==> config.mk <==
export PLATFORM = sky130hd
export DESIGN_NAME = pipeline_hazard_ctrl
export DESIGN_NICKNAME = d
export VERILOG_FILES = /design/src/rtl/pipeline_hazard_ctrl.sv
export SDC_FILE = /design/constraint.sdc
export NUM_CORES = 1
export LEC_CHECK = 0
export ABC_AREA = 1
export CAP_MARGIN = 20
export CORE_MARGIN = 4
export CORE_UTILIZATION = 39
export DETAILED_ROUTE_END_ITERATION = 10
export HOLD_SLACK_MARGIN = 0.03
export PLACE_DENSITY = 0.89
export REMOVE_ABC_BUFFERS = 1
export SLEW_MARGIN = 20
export SYNTH_ARGS = -nofsm -noshare
export SYNTH_HDL_FRONTEND = slang
export SYNTH_SLANG_ARGS = --single-unit
==> constraint.sdc <==
create_clock -name clk -period 3.15 [get_ports clk]
set_clock_uncertainty 0.1 [all_clocks]
set_input_delay 0.315 -clock clk [delete_from_list [all_inputs] [get_ports clk]]
set_output_delay 0.315 -clock clk [all_outputs]
set_load 0.01 [all_outputs]
==> src/rtl/pipeline_hazard_ctrl.sv <==
// Pipeline hazard sequencer: load-use stalls, EX redirect flushes and debug halt/single-step drain.
// Define HAZARD_PERF_CNT_EN to build the StallCnt/FlushCnt performance counters.

module pipeline_hazard_ctrl #(
  parameter int LOAD_STALL_CYCLES = 1,
  parameter int DRAIN_CYCLES      = 4
) (
  input  logic        clk,
  input  logic        rst_n,
  input  logic        idex_mem_read_i,
  input  logic [4:0]  idex_rt_i,
  input  logic [4:0]  ifid_rs_i,
  input  logic [4:0]  ifid_rt_i,
  input  logic        ifid_uses_rt_i,
  input  logic        redirect_i,
  input  logic        halt_req_i,
  input  logic        step_req_i,
  output logic        pc_write_en_o,
  output logic        ifid_write_en_o,
  output logic        ifid_flush_o,
  output logic        idex_bubble_o,
  output logic        halted_o,
  output logic [31:0] stall_cnt_o,
  output logic [31:0] flush_cnt_o
);

  localparam logic [2:0] ST_RUN     = 3'd0;
  localparam logic [2:0] ST_LDSTALL = 3'd1;
  localparam logic [2:0] ST_DRAIN   = 3'd2;
  localparam logic [2:0] ST_HALTED  = 3'd3;
  localparam logic [2:0] ST_STEP    = 3'd4;

  // The first stall cycle is spent in RUN, so LDSTALL only covers the remainder.
  localparam logic       STALL_MULTI = (LOAD_STALL_CYCLES > 1) ? 1'b1 : 1'b0;
  localparam logic [3:0] STALL_INIT  = (LOAD_STALL_CYCLES > 1) ? 4'(LOAD_STALL_CYCLES - 2) : 4'd0;
  localparam logic [3:0] DRAIN_INIT  = 4'(DRAIN_CYCLES - 1);

  logic [2:0] state_q;
  logic [2:0] state_d;
  logic [3:0] cnt_q;
  logic [3:0] cnt_d;
  logic       step_q;

  logic       lu_s;
  logic       step_rise_s;
  logic       pc_we_s;
  logic       ifid_we_s;
  logic       ifid_flush_s;
  logic       idex_bubble_s;
  logic       halted_s;

  // Load-use hazard detection between EX load and ID consumer.
  always_comb begin
    lu_s = idex_mem_read_i & (idex_rt_i != 5'd0) &
           ((idex_rt_i == ifid_rs_i) | (ifid_uses_rt_i & (idex_rt_i == ifid_rt_i)));
    step_rise_s = step_req_i & ~step_q;
  end

  // Next-state and raw output decode.
  always_comb begin
    state_d       = state_q;
    cnt_d         = cnt_q;
    pc_we_s       = 1'b1;
    ifid_we_s     = 1'b1;
    ifid_flush_s  = 1'b0;
    idex_bubble_s = 1'b0;
    halted_s      = 1'b0;
    case (state_q)
      ST_RUN: begin
        if (redirect_i) begin
          ifid_flush_s  = 1'b1;
          idex_bubble_s = 1'b1;
          if (halt_req_i) begin
            state_d = ST_DRAIN;
            cnt_d   = DRAIN_INIT;
          end else begin
            state_d = ST_RUN;
          end
        end else if (lu_s) begin
          pc_we_s       = 1'b0;
          ifid_we_s     = 1'b0;
          idex_bubble_s = 1'b1;
          if (STALL_MULTI) begin
            state_d = ST_LDSTALL;
            cnt_d   = STALL_INIT;
          end else begin
            state_d = ST_RUN;
          end
        end else if (halt_req_i) begin
          state_d = ST_DRAIN;
          cnt_d   = DRAIN_INIT;
        end else begin
          state_d = ST_RUN;
        end
      end
      ST_LDSTALL: begin
        if (redirect_i) begin
          ifid_flush_s  = 1'b1;
          idex_bubble_s = 1'b1;
          state_d       = ST_RUN;
        end else begin
          pc_we_s       = 1'b0;
          ifid_we_s     = 1'b0;
          idex_bubble_s = 1'b1;
          if (cnt_q == 4'd0) begin
            state_d = ST_RUN;
          end else begin
            cnt_d = cnt_q - 4'd1;
          end
        end
      end
      ST_DRAIN: begin
        if (redirect_i) begin
          ifid_flush_s  = 1'b1;
          idex_bubble_s = 1'b1;
        end else if (lu_s) begin
          pc_we_s       = 1'b0;
          ifid_we_s     = 1'b0;
          idex_bubble_s = 1'b1;
        end else begin
          pc_we_s       = 1'b0;
          ifid_flush_s  = 1'b1;
        end
        // A load-use pause freezes the drain count; a redirect does not.
        if (redirect_i || !lu_s) begin
          if (cnt_q == 4'd0) begin
            state_d = ST_HALTED;
          end else begin
            cnt_d = cnt_q - 4'd1;
          end
        end else begin
          cnt_d = cnt_q;
        end
      end
      ST_HALTED: begin
        pc_we_s       = 1'b0;
        ifid_we_s     = 1'b0;
        idex_bubble_s = 1'b1;
        halted_s      = 1'b1;
        if (!halt_req_i) begin
          state_d = ST_RUN;
        end else if (step_rise_s) begin
          state_d = ST_STEP;
        end else begin
          state_d = ST_HALTED;
        end
      end
      ST_STEP: begin
        if (redirect_i) begin
          ifid_flush_s  = 1'b1;
          idex_bubble_s = 1'b1;
        end else begin
          ifid_flush_s  = 1'b0;
        end
        state_d = ST_DRAIN;
        cnt_d   = DRAIN_INIT;
      end
      default: begin
        state_d = ST_RUN;
        cnt_d   = 4'd0;
      end
    endcase
  end

  // Reset forces the pipe into a safe flush/bubble condition immediately.
  always_comb begin
    if (!rst_n) begin
      pc_write_en_o   = 1'b0;
      ifid_write_en_o = 1'b0;
      ifid_flush_o    = 1'b1;
      idex_bubble_o   = 1'b1;
      halted_o        = 1'b0;
    end else begin
      pc_write_en_o   = pc_we_s;
      ifid_write_en_o = ifid_we_s;
      ifid_flush_o    = ifid_flush_s;
      idex_bubble_o   = idex_bubble_s;
      halted_o        = halted_s;
    end
  end

  // Sequencer state, counter and StepReq edge-detect flop.
  always_ff @(posedge clk or negedge rst_n) begin
    if (!rst_n) begin
      state_q <= ST_RUN;
      cnt_q   <= 4'd0;
      step_q  <= 1'b0;
    end else begin
      state_q <= state_d;
      cnt_q   <= cnt_d;
      step_q  <= step_req_i;
    end
  end

`ifdef HAZARD_PERF_CNT_EN
  logic [31:0] stall_cnt_q;
  logic [31:0] flush_cnt_q;

  // Performance counters; wrap naturally at 2^32.
  always_ff @(posedge clk or negedge rst_n) begin
    if (!rst_n) begin
      stall_cnt_q <= 32'd0;
      flush_cnt_q <= 32'd0;
    end else begin
      if (!pc_we_s && (state_q != ST_HALTED)) begin
        stall_cnt_q <= stall_cnt_q + 32'd1;
      end
      if (redirect_i) begin
        flush_cnt_q <= flush_cnt_q + 32'd1;
      end
    end
  end

  assign stall_cnt_o = stall_cnt_q;
  assign flush_cnt_o = flush_cnt_q;
`else
  assign stall_cnt_o = 32'h0;
  assign flush_cnt_o = 32'h0;
`endif

endmodule

==> results of run 1 <==
power breakdown:
group	switching (mW)	internal (mW)	leakage (nW)
logic	0.324	0.215	0.716
registers	0.0345	0.140	0.101
clock network	0.0359	0.0437	0.0138
total	0.395	0.399	0.831
flip-flops by register name (all words and copies together) (netlist names):
name     count
state_q      3
step_q       1
cnt_q        4
path summary, 6_finish.rpt:
kind / slack, ns / to / cells past startpoint / startpoint
setup reg to reg: 1.62 / cnt_q[0] / 9 / state_q[2]
hold / removal: 0.22 / state_q[0] / 1 / rst_n
max in group asynchronous: 2.34 / cnt_q[0] / 2 / rst_n
min in group clk: 0.39 / state_q[2] / 3 / step_q
hold reg to reg: 0.39 / state_q[2] / 3 / step_q
setup / recovery: 0.54 / pc_write_en_o / 10 / idex_rt_i[0]
worst max-delay path: cells and delay by family:
kind / cells / cell delay (ns)
buffers and inverters: 2 / 1.12
AND/OR/NAND/NOR: 7 / 0.58
AO/OA/AOI/OAI: 1 / 0.17
layout by cell type, fill, tap and decap left out, types with 2 or more instances in the layout:
master | Yosys | layout
sky130_fd_sc_hd__xnor2_1 | 2 | 2
sky130_fd_sc_hd__dfrtp_1 | 8 | 8
sky130_fd_sc_hd__nand3_1 | 10 | 10
sky130_fd_sc_hd__inv_2 | 7 | 7
sky130_fd_sc_hd__inv_1 | 21 | 21
sky130_fd_sc_hd__o21ai_0 | 3 | 3
sky130_fd_sc_hd__nand2_2 | 2 | 2
sky130_fd_sc_hd__nor2_1 | 19 | 19
sky130_fd_sc_hd__conb_1 | 1 | 64
sky130_fd_sc_hd__clkdlybuf4s50_1 | 0 | 26
sky130_fd_sc_hd__clkbuf_4 | 0 | 3
sky130_fd_sc_hd__a21oi_1 | 3 | 3
sky130_fd_sc_hd__nand2_1 | 50 | 50
sky130_fd_sc_hd__ha_1 | 2 | 2
kinds of logic after synthesis:
family / count (synthesis) / share of synthesized area
AOI/OAI and AO/OA: 10 / 0.04364
xor gates and xnor gates: 3 / 0.01993
adders and majority gates: 2 / 0.01897
buffers and inverters: 93 / 0.4478
DFF: 8 / 0.1518
other: 1 / 0.002844
and+or+nand+nor: 90 / 0.3150
Yosys cell counts, drive strengths merged:
library cell / number
dfrtp: 8
inv: 28
xnor2: 2
nand4: 2
nand2: 53
o21ai: 5
nand3: 11
clkinv: 1
o21bai: 1
nand3b: 1
a21oi: 3
xor2: 1
ha: 2
nor3: 3
a31oi: 1
conb: 1
nor2: 20
buf: 64
area by class of cell:
cell class / count / area [um^2]
fillers: 334 / 1733
flip-flops and latches: 8 / 200.2
clock buffers: 3 / 22.52
inverters: 29 / 110.1
well taps: 44 / 55.05
repair buffers: 27 / 267.8
multi-input cells: 169 / 764.5
metrics by stage:
stage,worst slack [ns],util
final,0.5432,0.4504
after global routing,0.3908,0.4504
after CTS,0.5537,0.4504
after detailed placement,0.5692,0.4433
after global placement,0.6028,0.4433
after floorplan,1.611,-
metal layers:
layer	part of all wire	track usage	vias up
li1	-	-	554
met1	0.38	0.1342	450
met2	0.48	0.1809	69
met3	0.12	0.02381	5
met4	0.017	0.06091	0
met5	0	0	-
==> results.md, run 1 <==
| Group | Parameter | Reported |
|---|---|---|
| cts | CTS Buf Count | 3 |
| sta | Portion of the clock cycle consumed by the worst path in the final layout | 0.8276 |
| grt | Number of antenna violations at the first check in global routing | 0 |
| critical path | Endpoint type of the worst setup path | output pin |
| routing | Iter 0 DRT Violations | 30 |
| sta | Fin. max-slew vios | 0 |
| cts | Clk pin slew, worst setup/hold paths | 0.06 ns |
| cts | Max Root-Sink Buffers | 2 |
| cells and area | Layout overhead on the synthesized area | 7.685% |
| synth | Number of cells produced by synthesis | 207 |
| routing | Number of design rule violations left after detail routing | 0 |
| sta | Min cycle time layout | 2.607 ns |
| critical path | Maximum fanout count along the critical path | 4 |
| floorplan | Initial cell density of the core | 0.4183 |
| synth | Largest area contributor in the netlist | sky130_fd_sc_hd__buf_4 |
| synth | Cell variety after synth | 28 |
| power | Peak ir drop on the vdd network | 200.3 uV |
| sta | # setup viols final | 0 |
| synth | Synthesis-stage register bit count | 8 |
| floorplan | Die Span Y | 66.15 um |
| cts | Gates resized, CTS repair | 0 |
| run status | Status | finished clean |
| critical path | Worst EP arrival | 2.19 ns |
| cells and area | Ant diodes | 0 |
| routing | Count of antenna-violating nets left after detailed routing | 0 |
| power | Areal power density over the cells | 559.0 mW/mm^2 |
| critical path | Critical Path RT | 2.73 ns |
| routing | Average wire per standard cell | 9.168 um |
| sta | Sum of negative setup slack | 0 ns |
| routing | Via count of the routed design | 1078 |
| sta | Unrepaired setup endpoints after global routing | false |
| cts | CTS sink cnt | 8 |
| cts | Post-CTS setup-driven buffer insertion count | 0 |
| placement | Routability-driven placement congestion ratio | 0.9063 |
| synth | Cell types with the largest area share after synthesis | sky130_fd_sc_hd__buf_4, sky130_fd_sc_hd__dfrtp_1, sky130_fd_sc_hd__nand2_1 |
| cells and area | Final design area excluding fillers | 0.001420 mm^2 |
| power | Static power due to leakage | 0.8309 nW |
| grt | Maximum number of pins on one net before global-route repair | 8 |
| floorplan | Total Die Area | 0.004376 mm^2 |
| cts | Clock root buffer | sky130_fd_sc_hd__clkbuf_4 |
| synth | Yosys Warn Count | 0 |
| critical path | Path type of the worst setup path | in2out |
| placement | Port-buffer cells | 26 |
| synth | Area share of the largest cell type after synthesis | 0.3643 |
| synth | Synthesized area divided by synthesized cell count | 6.371 um^2 |
| cells and area | Final net count | 262 |
| sta | Worst slack on hold paths | 0.2200 ns |
| floorplan | Die W | 66.15 um |
| routing | Detailed-routing iteration count for the pre-antenna-repair pass | 4 |
| placement | Half-perimeter wire length of the detailed placement result | 2227 um |
| cts | Count of H-tree levels built during CTS | 1 |
| grt | Global-route wire length before repair | 3829 um |
| critical path | Crit-path cells | clkdlybuf4s50_1 > nand2_1 > nand2_1 > nor2_1 > nand3_1 > nand2_1 > nand3_1 > nand2_1 > a21oi_1 > clkdlybuf4s50_1 |
| critical path | Critical path's most frequent cell | sky130_fd_sc_hd__nand2_1 |
| routing | Total Wirelength | 2567 um |
| floorplan | Count of standard-cell rows | 20 |
| synth | Synthesized cell area | 0.001319 mm^2 |
| synth | Seq/Total Area, Yosys | 0.1518 |
| critical path | Critical path's slowest cell | sky130_fd_sc_hd__clkdlybuf4s50_1 |
| cts | Clock tree from TritonCTS | yes |
| critical path | Category of the worst setup path launch point | primary input |
| placement | Count of placed standard cells including taps | 277 |
| sta | Final hold violation count | 0 |
| grt | Grt ovf | 0 |
| cts | Clk Latency, worst-skew pair | 0.25 ns |
| hold path | Min-Delay Path Class | in2async |
| floorplan | Core Area | 0.003153 mm^2 |
| cells and area | Non-filler cells, final | 280 |
| placement | Cell area reported after detailed placement | 0.001398 mm^2 |
| sta | Fmax achieved | 0.3836 GHz |
| flow run | Max Cap Viol | 0 |
| cells and area | Proportion of layout cells with a drive suffix above 1 | 0.08898 |
| power | Design Power | 0.7939 mW |
| cts | CTS Hold Buffers Added | 0 |
| critical path | Largest incremental delay on the critical path | 0.57 ns |
| grt | Overall fraction of global-route tracks in use | 0.1110 |
| floorplan | Number of top-level design ports | 91 |
| grt | Number of global-route vias before repair | 937 |
| routing | Vias per Instance | 3.850 |
Power figures use the tool's default switching activity.
==> inputs of run 2 (changes only) <==
- CORE_UTILIZATION: 39 -> 32
- PLACE_DENSITY: 0.89 -> 0.78
- clock period: 3.15 -> 2.3 ns (I/O delays scaled with it)
==> results.md, run 2 (same netlist as run 1, synthesis figures left out) <==
| Group | Parameter | Reported | Change |
|---|---|---|---|
| cells and area | Register with the most flip-flops | cnt_q |  |
| power | Areal power density over the cells | 768.3 mW/mm^2 | +37% |
| cells and area | Final net count | 265 | +1.1% |
| sta | Fin. max-slew vios | 0 | unchanged |
| sta | Final hold violation count | 0 | unchanged |
| cts | CTS Buf Count | 3 | unchanged |
| floorplan | Initial cell density of the core | 0.3297 | -0.08857 |
| flow run | Max Cap Viol | 0 | unchanged |
| cts | Clock root buffer | sky130_fd_sc_hd__clkbuf_8 |  |
| placement | Half-perimeter wire length of the detailed placement result | 2146 um | -3.6% |
| cts | CTS Hold Buffers Added | 0 | unchanged |
| cts | CTS sink cnt | 8 | unchanged |
| sta | Min cycle time layout | 2.075 ns |  |
| critical path | Critical path's slowest cell | sky130_fd_sc_hd__clkdlybuf4s50_1 |  |
| routing | Iter 0 DRT Violations | 40 | +33% |
| routing | Number of design rule violations left after detail routing | 0 | unchanged |
| routing | Detailed-routing iteration count for the pre-antenna-repair pass | 4 | unchanged |
| sta | Unrepaired setup endpoints after global routing | false |  |
| power | Static power due to leakage | 0.8576 nW | +3.2% |
| floorplan | Die Span Y | 72.20 um | +9.1% |
| cells and area | Highest-count cells in the layout ignoring fill and taps | sky130_fd_sc_hd__conb_1, sky130_fd_sc_hd__nand2_1, sky130_fd_sc_hd__clkdlybuf4s50_1 |  |
| critical path | Path type of the worst setup path | in2out |  |
| hold path | Min-Delay Path Class | in2async |  |
| floorplan | Core Area | 0.004000 mm^2 | +27% |
| placement | Count of placed standard cells including taps | 286 | +3.2% |
| run status | Status | finished clean |  |
| critical path | Critical path's most frequent cell | sky130_fd_sc_hd__nand2_1 |  |
| placement | Port-buffer cells | 26 | unchanged |
| cts | Post-CTS setup-driven buffer insertion count | 0 | unchanged |
| floorplan | Die W | 72.20 um | +9.1% |
| sta | # setup viols final | 0 | unchanged |
| cells and area | Most common cell after layout, fill and taps aside | sky130_fd_sc_hd__conb_1 |  |
| cells and area | Proportion of layout cells with a drive suffix above 1 | 0.1088 | +0.01980 |
| cts | Clk Latency, worst-skew pair | 0.23 ns | -0.02 ns |
| routing | Average wire per standard cell | 8.412 um | -8.2% |
| grt | Number of antenna violations at the first check in global routing | 0 | unchanged |
| critical path | Reg2reg start | state_q[0] |  |
| critical path | Endpoint type of the worst setup path | output pin |  |
| floorplan | Total Die Area | 0.005212 mm^2 | +19% |
| sta | Portion of the clock cycle consumed by the worst path in the final layout | 0.9023 |  |
| critical path | Critical Path RT | 1.97 ns | -0.76 ns |
| cells and area | Non-filler cells, final | 289 | +3.2% |
| floorplan | Number of top-level design ports | 91 | unchanged |
| cells and area | Post-layout util | 0.3678 | -0.08255 |
| critical path | Category of the worst setup path launch point | primary input |  |
| cells and area | Layout overhead on the synthesized area | 11.57% |  |
| cells and area | Max reg flops | 4 | unchanged |
| routing | Count of antenna-violating nets left after detailed routing | 0 | unchanged |
| critical path | Worst EP arrival | 1.75 ns | -0.44 ns |
| critical path | Start point of the critical path | idex_rt_i[2] |  |
| routing | Via count of the routed design | 1100 | +2.0% |
| sta | Fmax achieved | 0.4819 GHz |  |
| sta | Worst setup margin | 0.2248 ns | -0.3184 ns |
| placement | Worst-case setup slack after placement | -0.06221 ns | -0.6314 ns |
| critical path | Crit-path cells | clkdlybuf4s50_1 > inv_2 > nand2_1 > nand2_1 > nor2_1 > nand3_1 > nand2_2 > nand3_2 > nand2_1 > nand3_1 > dlygate4sd2_1 |  |
| cts | Max Root-Sink Buffers | 2 | unchanged |
| cts | Clk pin slew, worst setup/hold paths | 0.04 ns | -0.02 ns |
| grt | Maximum number of pins on one net before global-route repair | 8 | unchanged |
| grt | Overall fraction of global-route tracks in use | 0.09151 | -0.01952 |
| cts | Clock tree from TritonCTS | yes |  |
| cells and area | Ant diodes | 0 | unchanged |
| cells and area | Regs by FF count | cnt_q (4), state_q (3), step_q (1) |  |
| floorplan | Count of standard-cell rows | 23 | +15% |
| routing | Vias per Instance | 3.806 | -1.1% |
| critical path | Maximum fanout count along the critical path | 4 | unchanged |
| critical path | Largest incremental delay on the critical path | 0.54 ns | -0.03 ns |
| grt | Global-route wire length before repair | 3822 um | -0.18% |
| placement | Routability-driven placement congestion ratio | 0.9564 | +5.5% |
| cts | Count of H-tree levels built during CTS | 1 | unchanged |
| power | Peak ir drop on the vdd network | 265.3 uV | +32% |
| routing | Total Wirelength | 2431 um | -5.3% |
| grt | Grt ovf | 0 | unchanged |
| grt | Number of global-route vias before repair | 932 | -0.53% |
[run 2: cell count changes in the layout (fill, tap and decap cells not counted)]
cell | before | now
sky130_fd_sc_hd__dlygate4sd2_1 | 0 | 4
sky130_fd_sc_hd__buf_4 | 1 | 4
sky130_fd_sc_hd__clkdlybuf4s50_1 | 26 | 22
sky130_fd_sc_hd__clkbuf_8 | 0 | 3
sky130_fd_sc_hd__nand2_1 | 50 | 49
sky130_fd_sc_hd__nand3_1 | 10 | 9
sky130_fd_sc_hd__nand3_2 | 1 | 2
sky130_fd_sc_hd__nand2_2 | 2 | 3
sky130_fd_sc_hd__clkbuf_4 | 3 | 0
[run 2: area by class of cell]
class                           count  area, um^2
Inverter                           29       110.1
Tap cell                           50       62.56
Sequential cell                     8       200.2
Fill cell                         437        2529
Timing Repair Buffer               30       285.3
Clock buffer                        3       41.29
Multi-Input combinational cell    169       772.0
[run 2: path summary, 6_finish.rpt]
check / cells after the start / slack [ns] / to
worst max-delay path: 11 / 0.22 / ifid_flush_o
worst min-delay path: 1 / 0.12 / cnt_q[0]
worst max register to register: 8 / 0.81 / cnt_q[0]
worst min register to register: 3 / 0.39 / state_q[2]
max in group asynchronous: 2 / 1.62 / cnt_q[2]
min in group clk: 1 / 0.37 / step_q
[run 2: report_power, final]
group | leakage [nW] | total, mW | internal (mW) | switching [mW]
Sequential | 0.101 | 0.237 | 0.193 | 0.0441
Clock | 0.0216 | 0.174 | 0.114 | 0.0600
Combinational | 0.735 | 0.720 | 0.283 | 0.437
Total | 0.858 | 1.13 | 0.589 | 0.541
[run 2: stage by stage]
| step | cell area, um^2 | TNS (ns) | hold WS [ns] | total power [mW] |
|---|---|---|---|---|
| finish | 1471 | 0 | 0.1198 | 1.131 |
| global route | 1471 | 0 | 0.1442 | 1.259 |
| CTS | 1464 | 0 | 0.1281 | 1.139 |
| detailed placement | 1428 | -0.1980 | 0.3722 | 0.9739 |
| global placement | 1428 | -0.1755 | 0.3786 | 0.9628 |
| floorplan | 1075 | 0 | -0.1656 | 0.7771 |
[run 2: routing by layer]
layer | up-vias | track usage | share of wire
li1 | 561 | - | -
met1 | 482 | 0.1105 | 0.40
met2 | 54 | 0.1486 | 0.48
met3 | 3 | 0.01801 | 0.10
met4 | 0 | 0.05637 | 0.016
met5 | - | 0 | 0
[run 2: timing repair]
item,CTS,global route
pin swaps,0,0
resized for setup,4,2
endpoints found under the setup margin,4,3
[run 2: critical path: cells and delay by family]
kind	cells	cell delay, ns
buffers and inverters	3	0.88
and+or+nand+nor	8	0.63
==> inputs of run 3 (changes only) <==
- CORE_ASPECT_RATIO: unset -> 1.2
==> results.md, run 3 (same netlist as run 1, synthesis figures left out) <==
| Group | Parameter | Reported | Change |
|---|---|---|---|
| run status | Status | finished clean |  |
| sta | Unrepaired setup endpoints after global routing | false |  |
| grt | Met2 GRT Util | 0.1458 | -0.002802 |
| cells and area | Layout overhead on the synthesized area | 12.71% |  |
| grt | Busiest layer in global routing | met2 |  |
| cts | Clk Latency, worst-skew pair | 0.22 ns | about the same |
| grt | Grt ovf | 0 | unchanged |
| sta | Min cycle time layout | 2.120 ns | +0.04470 ns |
| routing | Via count of the routed design | 1091 | -0.82% |
| grt | Number of antenna violations at the first check in global routing | 0 | unchanged |
| floorplan | Initial cell density of the core | 0.3320 | +0.002284 |
| grt | Number of global-route vias before repair | 919 | -1.4% |
| placement | Half-perimeter wire length of the detailed placement result | 2226 um | +3.7% |
| cts | Post-CTS setup-driven buffer insertion count | 0 | unchanged |
| cells and area | Multi-input gate area | 772.0 um^2 | unchanged |
| floorplan | Core Area | 0.003973 mm^2 | -0.69% |
| cells and area | Register with the most flip-flops | cnt_q |  |
| critical path | Worst EP arrival | 1.79 ns | +0.04 ns |
| routing | Count of antenna-violating nets left after detailed routing | 0 | unchanged |
| cts | Clk pin slew, worst setup/hold paths | 0.04 ns | about the same |
| sta | Worst slack on hold paths | 0.1547 ns | +0.03490 ns |
| grt | Overall fraction of global-route tracks in use | 0.08945 | -0.002059 |
| routing | Number of design rule violations left after detail routing | 0 | unchanged |
| critical path | R2R cell count | 8 | unchanged |
| sta | Worst setup margin | 0.1801 ns | -0.04470 ns |
| routing | Iter 0 DRT Violations | 17 | -57% |
| power | Switch share | 0.4726 | -0.005974 |
| cells and area | Storage cell area | 200.2 um^2 | unchanged |
| cells and area | Ant diodes | 0 | unchanged |
| floorplan | Total Die Area | 0.005216 mm^2 | about the same |
| placement | Count of placed standard cells including taps | 290 | +1.4% |
| critical path | Category of the worst setup path launch point | primary input |  |
| cts | Clock root buffer | sky130_fd_sc_hd__clkbuf_8 |  |
| power | Areal power density over the cells | 756.5 mW/mm^2 | -1.5% |
| critical path | Critical Path RT | 1.97 ns | about the same |
| floorplan | Die Span Y | 78.32 um | +8.5% |
| sta | Fmax achieved | 0.4717 GHz | -2.1% |
| cts | CTS sink cnt | 8 | unchanged |
| cells and area | Proportion of layout cells with a drive suffix above 1 | 0.1088 | unchanged |
| routing | Average wire per standard cell | 8.608 um | +2.3% |
| sta | Fin. max-slew vios | 0 | unchanged |
| cells and area | Most common cell after layout, fill and taps aside | sky130_fd_sc_hd__conb_1 |  |
| cells and area | Highest-count cells in the layout ignoring fill and taps | sky130_fd_sc_hd__conb_1, sky130_fd_sc_hd__nand2_1, sky130_fd_sc_hd__inv_1, sky130_fd_sc_hd__clkdlybuf4s50_1, sky130_fd_sc_hd__nor2_1 |  |
| sta | Portion of the clock cycle consumed by the worst path in the final layout | 0.9217 | +0.01943 |
| critical path | Maximum fanout count along the critical path | 4 | unchanged |
| power | Sequential cell fraction of total power | 0.216 | +0.006 |
| power | Comb pwr share | 0.640 | +0.003 |
| placement | Routability-driven placement congestion ratio | 0.8622 | -9.8% |
| routing | Detailed-routing iteration count for the pre-antenna-repair pass | 4 | unchanged |
| cells and area | Max reg flops | 4 | unchanged |
| grt | Maximum number of pins on one net before global-route repair | 7 | -1 |
| power | Clock power frac | 0.144 | -0.010 |
| cells and area | Number of fill cells in the layout | 446 | +2.1% |
| power | Cell internal pwr | 0.5930 mW | +0.60% |
| placement | Worst-case setup slack after placement | -0.07314 ns | -0.01094 ns |
| cells and area | Regs by FF count | cnt_q (4), state_q (3), step_q (1) |  |
| cts | CTS Buf Count | 3 | unchanged |
| grt | GRT met1 Usage | 0.1100 | -0.0004116 |
| cts | Max Root-Sink Buffers | 2 | unchanged |
| cells and area | Final net count | 265 | unchanged |
| cells and area | Non-filler cells, final | 293 | +1.4% |
| routing | Total Wirelength | 2522 um | +3.7% |
| floorplan | Count of standard-cell rows | 25 | +8.7% |
| routing | Vias per Instance | 3.724 | -2.2% |
| floorplan | Die W | 66.60 um | -7.7% |
| grt | Met3 Use GR | 0.02861 | +0.01061 |
| power | Static power due to leakage | 0.8872 nW | +3.5% |
| flow run | Max Cap Viol | 0 | unchanged |
| power | Peak ir drop on the vdd network | 478.3 uV | +80% |
| critical path | Endpoint type of the worst setup path | output pin |  |
| cts | Clock tree from TritonCTS | yes |  |
| sta | Final hold violation count | 0 | unchanged |
| placement | Port-buffer cells | 26 | unchanged |
| power | Switching power total | 0.5314 mW | -1.8% |
| sta | # setup viols final | 0 | unchanged |
| floorplan | Number of top-level design ports | 91 | unchanged |
| hold path | Min-Delay Path Class | in2async |  |
| grt | Global-route wire length before repair | 3705 um | -3.1% |
| cts | Count of H-tree levels built during CTS | 1 | unchanged |
| critical path | Path type of the worst setup path | in2out |  |
[run 3: cell count changes in the layout (fill, tap and decap cells not counted)]
| cell | delta |
|---|---|
| sky130_fd_sc_hd__dlygate4sd2_1 | -2 |
| sky130_fd_sc_hd__dlymetal6s2s_1 | +3 |
| sky130_fd_sc_hd__clkdlybuf4s50_1 | -1 |
[run 3: area by class of cell]
cell class                 instances  area share
multi-input combinational        169      0.5194
timing repair buffer              30      0.1987
sequential                         8      0.1347
inverter                          29     0.07407
tap                               54     0.04545
clock buffer                       3     0.02778
[run 3: critical path: stages]
cell,delay (ns)
sky130_fd_sc_hd__clkdlybuf4s50_1,0.52
sky130_fd_sc_hd__inv_2,0.06
sky130_fd_sc_hd__nand2_1,0.06
sky130_fd_sc_hd__nand2_1,0.05
sky130_fd_sc_hd__nor2_1,0.11
sky130_fd_sc_hd__nand3_1,0.09
sky130_fd_sc_hd__nand2_2,0.09
sky130_fd_sc_hd__nand3_2,0.11
sky130_fd_sc_hd__nand2_1,0.09
sky130_fd_sc_hd__nand3_1,0.09
sky130_fd_sc_hd__dlygate4sd2_1,0.30
[run 3: path summary, 6_finish.rpt]
path,start,end,slack (ns)
max,idex_rt_i[1],ifid_flush_o,0.18
min,rst_n,state_q[1],0.15
max reg2reg,cnt_q[0],cnt_q[3],0.77
min reg2reg,step_q,state_q[2],0.40
max in group asynchronous,rst_n,cnt_q[2],1.56
min in group clk,step_req_i,step_q,0.39
[run 3: power by group through the flow]
stage	logic, mW	clock network [mW]	registers [mW]
final	0.719	0.162	0.243
after global routing	0.820	0.173	0.247
after CTS	0.725	0.168	0.244
after detailed placement	0.726	0	0.245
after global placement	0.716	0	0.243
after floorplan	0.548	0	0.230
[run 3: per-stage QoR]
stage | setup TNS (ns) | instance area, um^2 | total power, mW | util
global route | 0 | 1486 | 1.241 | 0.3742
floorplan | 0 | 1075 | 0.7771 | -
detailed placement | -0.1534 | 1433 | 0.9710 | 0.3606
global placement | -0.1036 | 1433 | 0.9586 | 0.3606
finish | 0 | 1486 | 1.124 | 0.3742
CTS | 0 | 1476 | 1.137 | 0.3717
[run 3: metal layers]
layer | up-vias | wire length, um
met5 | - | 0
met2 | 72 | 1210
met1 | 451 | 986
li1 | 566 | -
met3 | 2 | 302
met4 | 0 | 22
[run 3: what timing repair did]
action | CTS | global route
hold buffers | 0 | 0
resized for setup | 3 | 4
endpoints found under the setup margin | 4 | 3
